**config.mk**
```make
export PLATFORM = sky130hd
export DESIGN_NAME = step_pulse_gen
export DESIGN_NICKNAME = d
export VERILOG_FILES = /design/src/rtl/stepper_pkg.sv /design/src/rtl/step_timer.sv /design/src/rtl/step_pulse_gen.sv
export SDC_FILE = /design/constraint.sdc
export NUM_CORES = 1
export LEC_CHECK = 0
export ABC_AREA = 0
export CAP_MARGIN = 20
export CORE_ASPECT_RATIO = 1.4
export CORE_MARGIN = 4
export CORE_UTILIZATION = 60
export DETAILED_ROUTE_END_ITERATION = 8
export PLACE_DENSITY = 0.85
export SYNTH_ARGS = -nofsm -noshare
export SYNTH_HDL_FRONTEND = slang
export SYNTH_HIERARCHICAL = 1
export SYNTH_SLANG_ARGS = --single-unit
```
**constraint.sdc**
```tcl
create_clock -name clock -period 13.3 [get_ports clock]
set_input_delay 2.66 -clock clock [delete_from_list [all_inputs] [get_ports clock]]
set_output_delay 2.66 -clock clock [all_outputs]
set_load 0.02 [all_outputs]
```
**src/rtl/stepper_pkg.sv**
```systemverilog
// Shared types and constants for the stepper pulse generator.
// Contents:
//   step_state_t  - pulse FSM state (IDLE, DIR_SETUP, PULSE_HIGH, PULSE_LOW)
//   STEP_W/ACC_W  - pending-step width and the wider accumulation width
//   HOME_*_POS    - hardware positions loaded while an endstop is active
//   clamp_acc     - saturates an ACC_W accumulation result to +/-limit
package stepper_pkg;

  localparam int unsigned STEP_W = 16;
  localparam int unsigned ACC_W  = 18;

  localparam logic signed [STEP_W-1:0] HOME_LEFT_POS  = 16'sd1600;
  localparam logic signed [STEP_W-1:0] HOME_RIGHT_POS = 16'sd0;

  typedef enum logic [1:0] {
    IDLE       = 2'd0,
    DIR_SETUP  = 2'd1,
    PULSE_HIGH = 2'd2,
    PULSE_LOW  = 2'd3
  } step_state_t;

  typedef struct packed {
    logic signed [STEP_W-1:0] value;
    logic                     sat;
  } clamp_t;

  function automatic clamp_t clamp_acc(input logic signed [ACC_W-1:0] acc,
                                       input logic signed [ACC_W-1:0] limit);
    clamp_t r;
    r.sat   = 1'b0;
    r.value = STEP_W'(acc);
    if (acc > limit) begin
      r.value = STEP_W'(limit);
      r.sat   = 1'b1;
    end else if (acc < -limit) begin
      r.value = STEP_W'(-limit);
      r.sat   = 1'b1;
    end
    return r;
  endfunction

endpackage

```
**src/rtl/step_timer.sv**
```systemverilog
// Loadable down-counter shared by the DIR_SETUP, PULSE_HIGH and PULSE_LOW
// phases of the step pulse generator.
// Ports:
//   clock, reset  - system clock, asynchronous active-high reset
//   load          - load load_value this cycle (takes priority over counting)
//   load_value    - value loaded into the counter
//   done          - counter currently at zero
module step_timer #(
  parameter int unsigned WIDTH = 16
) (
  input  logic             clock,
  input  logic             reset,
  input  logic             load,
  input  logic [WIDTH-1:0] load_value,
  output logic             done
);

  logic [WIDTH-1:0] count;

  always_ff @(posedge clock or posedge reset) begin
    if (reset) begin
      count <= '0;
    end else if (load) begin
      count <= load_value;
    end else if (count != '0) begin
      count <= count - WIDTH'(1);
    end
  end

  assign done = (count == '0);

endmodule

```
**src/rtl/step_pulse_gen.sv**
```systemverilog
// Converts per-tick signed microstep deltas from the physics simulator into
// STEP/DIR pulses for an external stepper driver with guaranteed STEP high,
// STEP low and DIR setup times, and enforces endstop inhibits.
// Ports:
//   clock, reset    - system clock, asynchronous active-high reset
//   sync_sim_clock  - simulator tick; rising edge samples delta_steps
//   delta_steps     - signed microstep delta for the tick
//   enable          - permits pulse issue (accumulation always continues)
//   end_left        - left endstop, inhibits positive steps
//   end_right       - right endstop, inhibits negative steps
//   step_out        - STEP to driver
//   dir_out         - DIR to driver, 1 = positive (toward left)
//   pending         - signed outstanding microsteps
//   busy            - FSM not in IDLE
//   overflow        - sticky, set when the accumulator saturates
//   step_pos        - (only with STEP_POS_COUNT_EN) hardware step position
// Optional feature macro: STEP_POS_COUNT_EN
module step_pulse_gen
  import stepper_pkg::*;
#(
  parameter int unsigned PULSE_HIGH_CYC = 100,
  parameter int unsigned PULSE_LOW_CYC  = 100,
  parameter int unsigned DIR_SETUP_CYC  = 50,
  parameter int unsigned PENDING_MAX    = 4095
) (
  input  logic                     clock,
  input  logic                     reset,
  input  logic                     sync_sim_clock,
  input  logic signed [STEP_W-1:0] delta_steps,
  input  logic                     enable,
  input  logic                     end_left,
  input  logic                     end_right,
  output logic                     step_out,
  output logic                     dir_out,
  output logic signed [STEP_W-1:0] pending,
  output logic                     busy,
  output logic                     overflow
`ifdef STEP_POS_COUNT_EN
  ,
  output logic signed [STEP_W-1:0] step_pos
`endif
);

  localparam int unsigned TIMER_W = 16;
  localparam logic [TIMER_W-1:0] SETUP_LOAD = TIMER_W'(DIR_SETUP_CYC - 1);
  localparam logic [TIMER_W-1:0] HIGH_LOAD  = TIMER_W'(PULSE_HIGH_CYC - 1);
  localparam logic [TIMER_W-1:0] LOW_LOAD   = TIMER_W'(PULSE_LOW_CYC - 1);
  localparam logic signed [ACC_W-1:0] LIMIT = ACC_W'(PENDING_MAX);

  step_state_t state;

  logic                     sync_d;
  logic                     tick;
  logic                     flush;
  logic signed [STEP_W-1:0] base;
  logic                     go;
  logic                     same_dir;
  logic                     abort_setup;
  logic                     launch;
  logic signed [ACC_W-1:0]  issue;
  logic signed [ACC_W-1:0]  delta_term;
  logic signed [ACC_W-1:0]  acc;
  clamp_t                   clamped;
  logic                     timer_load;
  logic [TIMER_W-1:0]       timer_value;
  logic                     timer_done;

  step_timer #(
    .WIDTH(TIMER_W)
  ) u_timer (
    .clock      (clock),
    .reset      (reset),
    .load       (timer_load),
    .load_value (timer_value),
    .done       (timer_done)
  );

  always_comb begin
    tick  = sync_sim_clock & ~sync_d;

    // Endstop flush only acts in IDLE; the launch decision and the
    // accumulation both use the flushed value so a flushed cycle never steps.
    flush = (state == IDLE) &&
            (((pending > 0) && end_left) || ((pending < 0) && end_right));
    base  = flush ? '0 : pending;

    go       = (state == IDLE) && enable && (base != '0);
    same_dir = ((base > 0) == dir_out);

    // Leave DIR_SETUP if the step it was preparing is no longer wanted or
    // would now drive into an active endstop.
    abort_setup = (state == DIR_SETUP) &&
                  (!enable || (pending == '0) || ((pending > 0) != dir_out) ||
                   (dir_out ? end_left : end_right));

    launch = (go && same_dir) ||
             ((state == DIR_SETUP) && !abort_setup && timer_done);

    issue      = launch ? (dir_out ? 18'sd1 : -18'sd1) : '0;
    delta_term = tick ? ACC_W'(delta_steps) : '0;
    acc        = ACC_W'(base) + delta_term - issue;
    clamped    = clamp_acc(acc, LIMIT);

    timer_load  = 1'b0;
    timer_value = '0;
    if (launch) begin
      timer_load  = 1'b1;
      timer_value = HIGH_LOAD;
    end else if (go) begin
      timer_load  = 1'b1;
      timer_value = SETUP_LOAD;
    end else if ((state == PULSE_HIGH) && timer_done) begin
      timer_load  = 1'b1;
      timer_value = LOW_LOAD;
    end
  end

  always_ff @(posedge clock or posedge reset) begin
    if (reset) begin
      state    <= IDLE;
      sync_d   <= 1'b0;
      step_out <= 1'b0;
      dir_out  <= 1'b1;
      pending  <= '0;
      busy     <= 1'b0;
      overflow <= 1'b0;
`ifdef STEP_POS_COUNT_EN
      step_pos <= '0;
`endif
    end else begin
      sync_d  <= sync_sim_clock;
      pending <= clamped.value;
      if (clamped.sat) begin
        overflow <= 1'b1;
      end

      case (state)
        IDLE: begin
          if (go) begin
            busy <= 1'b1;
            if (same_dir) begin
              step_out <= 1'b1;
              state    <= PULSE_HIGH;
            end else begin
              dir_out <= ~dir_out;
              state   <= DIR_SETUP;
            end
          end
        end
        DIR_SETUP: begin
          if (abort_setup) begin
            busy  <= 1'b0;
            state <= IDLE;
          end else if (timer_done) begin
            step_out <= 1'b1;
            state    <= PULSE_HIGH;
          end
        end
        PULSE_HIGH: begin
          if (timer_done) begin
            step_out <= 1'b0;
            state    <= PULSE_LOW;
          end
        end
        PULSE_LOW: begin
          if (timer_done) begin
            busy  <= 1'b0;
            state <= IDLE;
          end
        end
        default: begin
          step_out <= 1'b0;
          busy     <= 1'b0;
          state    <= IDLE;
        end
      endcase

`ifdef STEP_POS_COUNT_EN
      if (end_left) begin
        step_pos <= HOME_LEFT_POS;
      end else if (end_right) begin
        step_pos <= HOME_RIGHT_POS;
      end else if (launch) begin
        step_pos <= step_pos + (dir_out ? 16'sd1 : -16'sd1);
      end
`endif
    end
  end

endmodule

```
==> results.toml <==
[synthesis]
yosys_register_bits = 39
mappedNetlistArea_um2 = 3500
postSynth.asyncResetShare_pct = 100
syn_avg_cell_area_um2 = 8.92
synth_top_flop_cell = "sky130_fd_sc_hd__dfrtp_1"
yosysTopAreaCellShare_pct = 27.2
post_synth_inst_count = 392
synth.distinct_cells = 71
yosysTopAreaCell = "sky130_fd_sc_hd__dfrtp_1"
synth_edf_count = 0
seq_area_frac_synth_pct = 27.9
synth.most_common_cell = "sky130_fd_sc_hd__nand2_1"
synth.area.top_cells = "sky130_fd_sc_hd__dfrtp_1 27%, sky130_fd_sc_hd__fa_1 9.2%, sky130_fd_sc_hd__nand2_1 7.0%"
yosys_warnings = 6
post_synth_most_frequent_cells = "65 x sky130_fd_sc_hd__nand2_1, 39 x sky130_fd_sc_hd__inv_1, 38 x sky130_fd_sc_hd__dfrtp_1"

[timing]
timing.final.hold_violations = 0
setup-violations-final = 0
final.min_clock_period_ns = 8.12
grt_setup_unrepaired = "no"
tightestPinTransition_ns = 0.891
final-max-slew-violation-count = 0
fin_crit_sh_pct = 61.1
timing.setup.tns_ns = 0
worst_max_slew_margin_expressed_relative_to_the_limit_pct = 40.5
max_freq_mhz = 123
holdWs_ns = 0.506
final.setup_skew_ns = 0.00658

[floorplanning]
fp-row-count = 32
boundaryPins = 42
initial_standard_cell_utilization_of_the_core_pct = 62.9
fp.dieArea_um2 = 7130
coreArea_um2 = 5570
floorplan_die_width_um = 72.5
fp.dieH_um = 98.4

[setup_path]
cp-start-kind = "input port"
crit_fanout = 16
crit_end_category = "flop"
critical_path.cell_chain = "clkdlybuf4s50_1, nor2b_1, a22o_1, nand2_2, nand4_2, o21ai_1, nand2b_1, inv_1, fa_1, inv_1, ha_1, nor2b_1, o2111ai_1, nand4b_1, a31o_1, a21oi_2, xor2_2, nand4_1, a21boi_2, a21oi_1"
crit_type = "input port to flop"
dominant_delay_contributor_by_cell_family_on_the_critical_path = "compound AO/OA/AOI/OAI gates"
crit_path_max_incr_delay_ns = 0.65
cp.required_ns = 13.45
crit_slowest_cell = "sky130_fd_sc_hd__inv_1"
critical_path.n_buffers_inverters = 3
arr_time_crit_path_ns = 8.27

[routing]
avg_vias_per_cell = 5.83
drc = 0
drt_iter0_drc = 144
detailroute.via_count = 2984
ant_nets = 0
detail_route.first_pass.iterations = 4
finalWirelength_mm = 8.29
detail_route.wl_per_cell_um = 16.2

[finish]
fillerInstances = 440
register_area_um2 = 977
multi_input_comb_area_um2 = 2370
net_total_in_the_final_layout = 500
area_growth_pct = 16.6
utilization_pct = 73.3
drive_above_1_share_pct = 9.46
diodes = 0
layout.cells.non_filler = 512

[clocking]
cts_post_setup_buffers_inserted = 0
hold_buffers = 0
clock-root-buffer = "sky130_fd_sc_hd__clkbuf_8"
clk_latency_worst_skew_pair_ns = 0.29
tritoncts = "yes"
clk_pin_slew_worst_paths_ns = 0.08
ctsResizeCount = 0
ctsLongestPathBuffers = 2
cts.sinks = 39
cts-buffers-inserted = 5
cts.htree.levels = 2

[grt]
number_of_antenna_violations_at_the_first_check_in_global_routing = 0
vias_in_the_first_global_route = 3088
gr-usage-all-layers_pct = 24.9
grt-ovfl-total = 0
grt_max_degree = 26
grt_first_pass_wirelength_mm = 14.2

[placed_design]
place_hpwl_mm = 6.64
place_inst = 504
place.gp.congestion = 0.895
buffer_ports.inserted = 41

[outcome]
outcome = "completed"

[flow_run]
cap_violations = 0

[min_path]
hp-class = "flop to flop"
## cell type report
cell class | instances | area share, %
inverter | 39 | 3.59
sequential | 39 | 24.0
multi-input combinational | 316 | 58.1
tap | 68 | 2.09
clock inverter | 1 | 0.123
clock buffer | 7 | 1.87
timing repair buffer | 42 | 10.2
## sequential cells by signal, summed over array words and instances (netlist names)
signal / flops
u_timer/count: 16
overflow: 1
step_out: 1
pending: 16
state: 2
busy: 1
sync_d: 1
dir_out: 1
## cells by family (layout without fill, tap and decap cells)
| group | Yosys count | in the layout | synth area share [%] |
|---|---|---|---|
| XOR/XNOR | 28 | 28 | 7.22 |
| AO/OA/AOI/OAI | 89 | 89 | 18.2 |
| flip-flops | 39 | 39 | 27.9 |
| AND/OR/NAND/NOR | 150 | 150 | 24.2 |
| other | 1 | 11 | 0.107 |
| multiplexers | 3 | 3 | 0.894 |
| adder cells (fa/ha/maj) | 35 | 35 | 16.0 |
| buffers and inverters | 47 | 89 | 5.40 |
## cells in the final DEF, fill, tap and decap left out, drive strengths merged, types with 4 or more instances in the layout
cell type      count
and2               5
xor2               9
nor4               6
nand3              5
nor3               9
nand2b             8
clkdlybuf4s50     41
o21a               6
inv               39
clkbuf             7
and3               4
dfrtp             38
o21ai             17
ha                19
conb              11
o2bb2ai            4
a21o               5
xnor2             19
nor2              24
nand4              6
fa                16
nand3b             4
nand2             66
a21oi             29
## path summary, 6_finish.rpt
path	from	endpoint	slack (ns)	cells past startpoint
max	end_left	pending[1]	5.18	20
min	step_out	step_out	0.51	1
max reg2reg	pending[3]	pending[1]	7.00	20
min reg2reg	step_out	step_out	0.51	1
max in group asynchronous	reset	pending[3]	9.87	2
min in group asynchronous	reset	u_timer/count[6]	2.78	2
## metrics by stage
| step | setup slack [ns] | cell area (µm²) |
|---|---|---|
| after global placement | 4.97 | 4000 |
| after global routing | 4.63 | 4080 |
| after floorplan | 6.40 | 3540 |
| final | 5.18 | 4080 |
| after CTS | 5.15 | 4080 |
| after detailed placement | 4.88 | 4000 |
## per-layer routing
layer	vias up	share of wire [%]	global-route usage, %
met3	15	3.0	2.57
li1	1444	-	-
met5	-	0	0
met1	1460	38	28.5
met4	0	2.3	8.24
met2	65	57	46.7
Power is left out: the tool's default activity adds up to more than one toggle a clock period on the data nets, which glitch-free logic cannot reach.
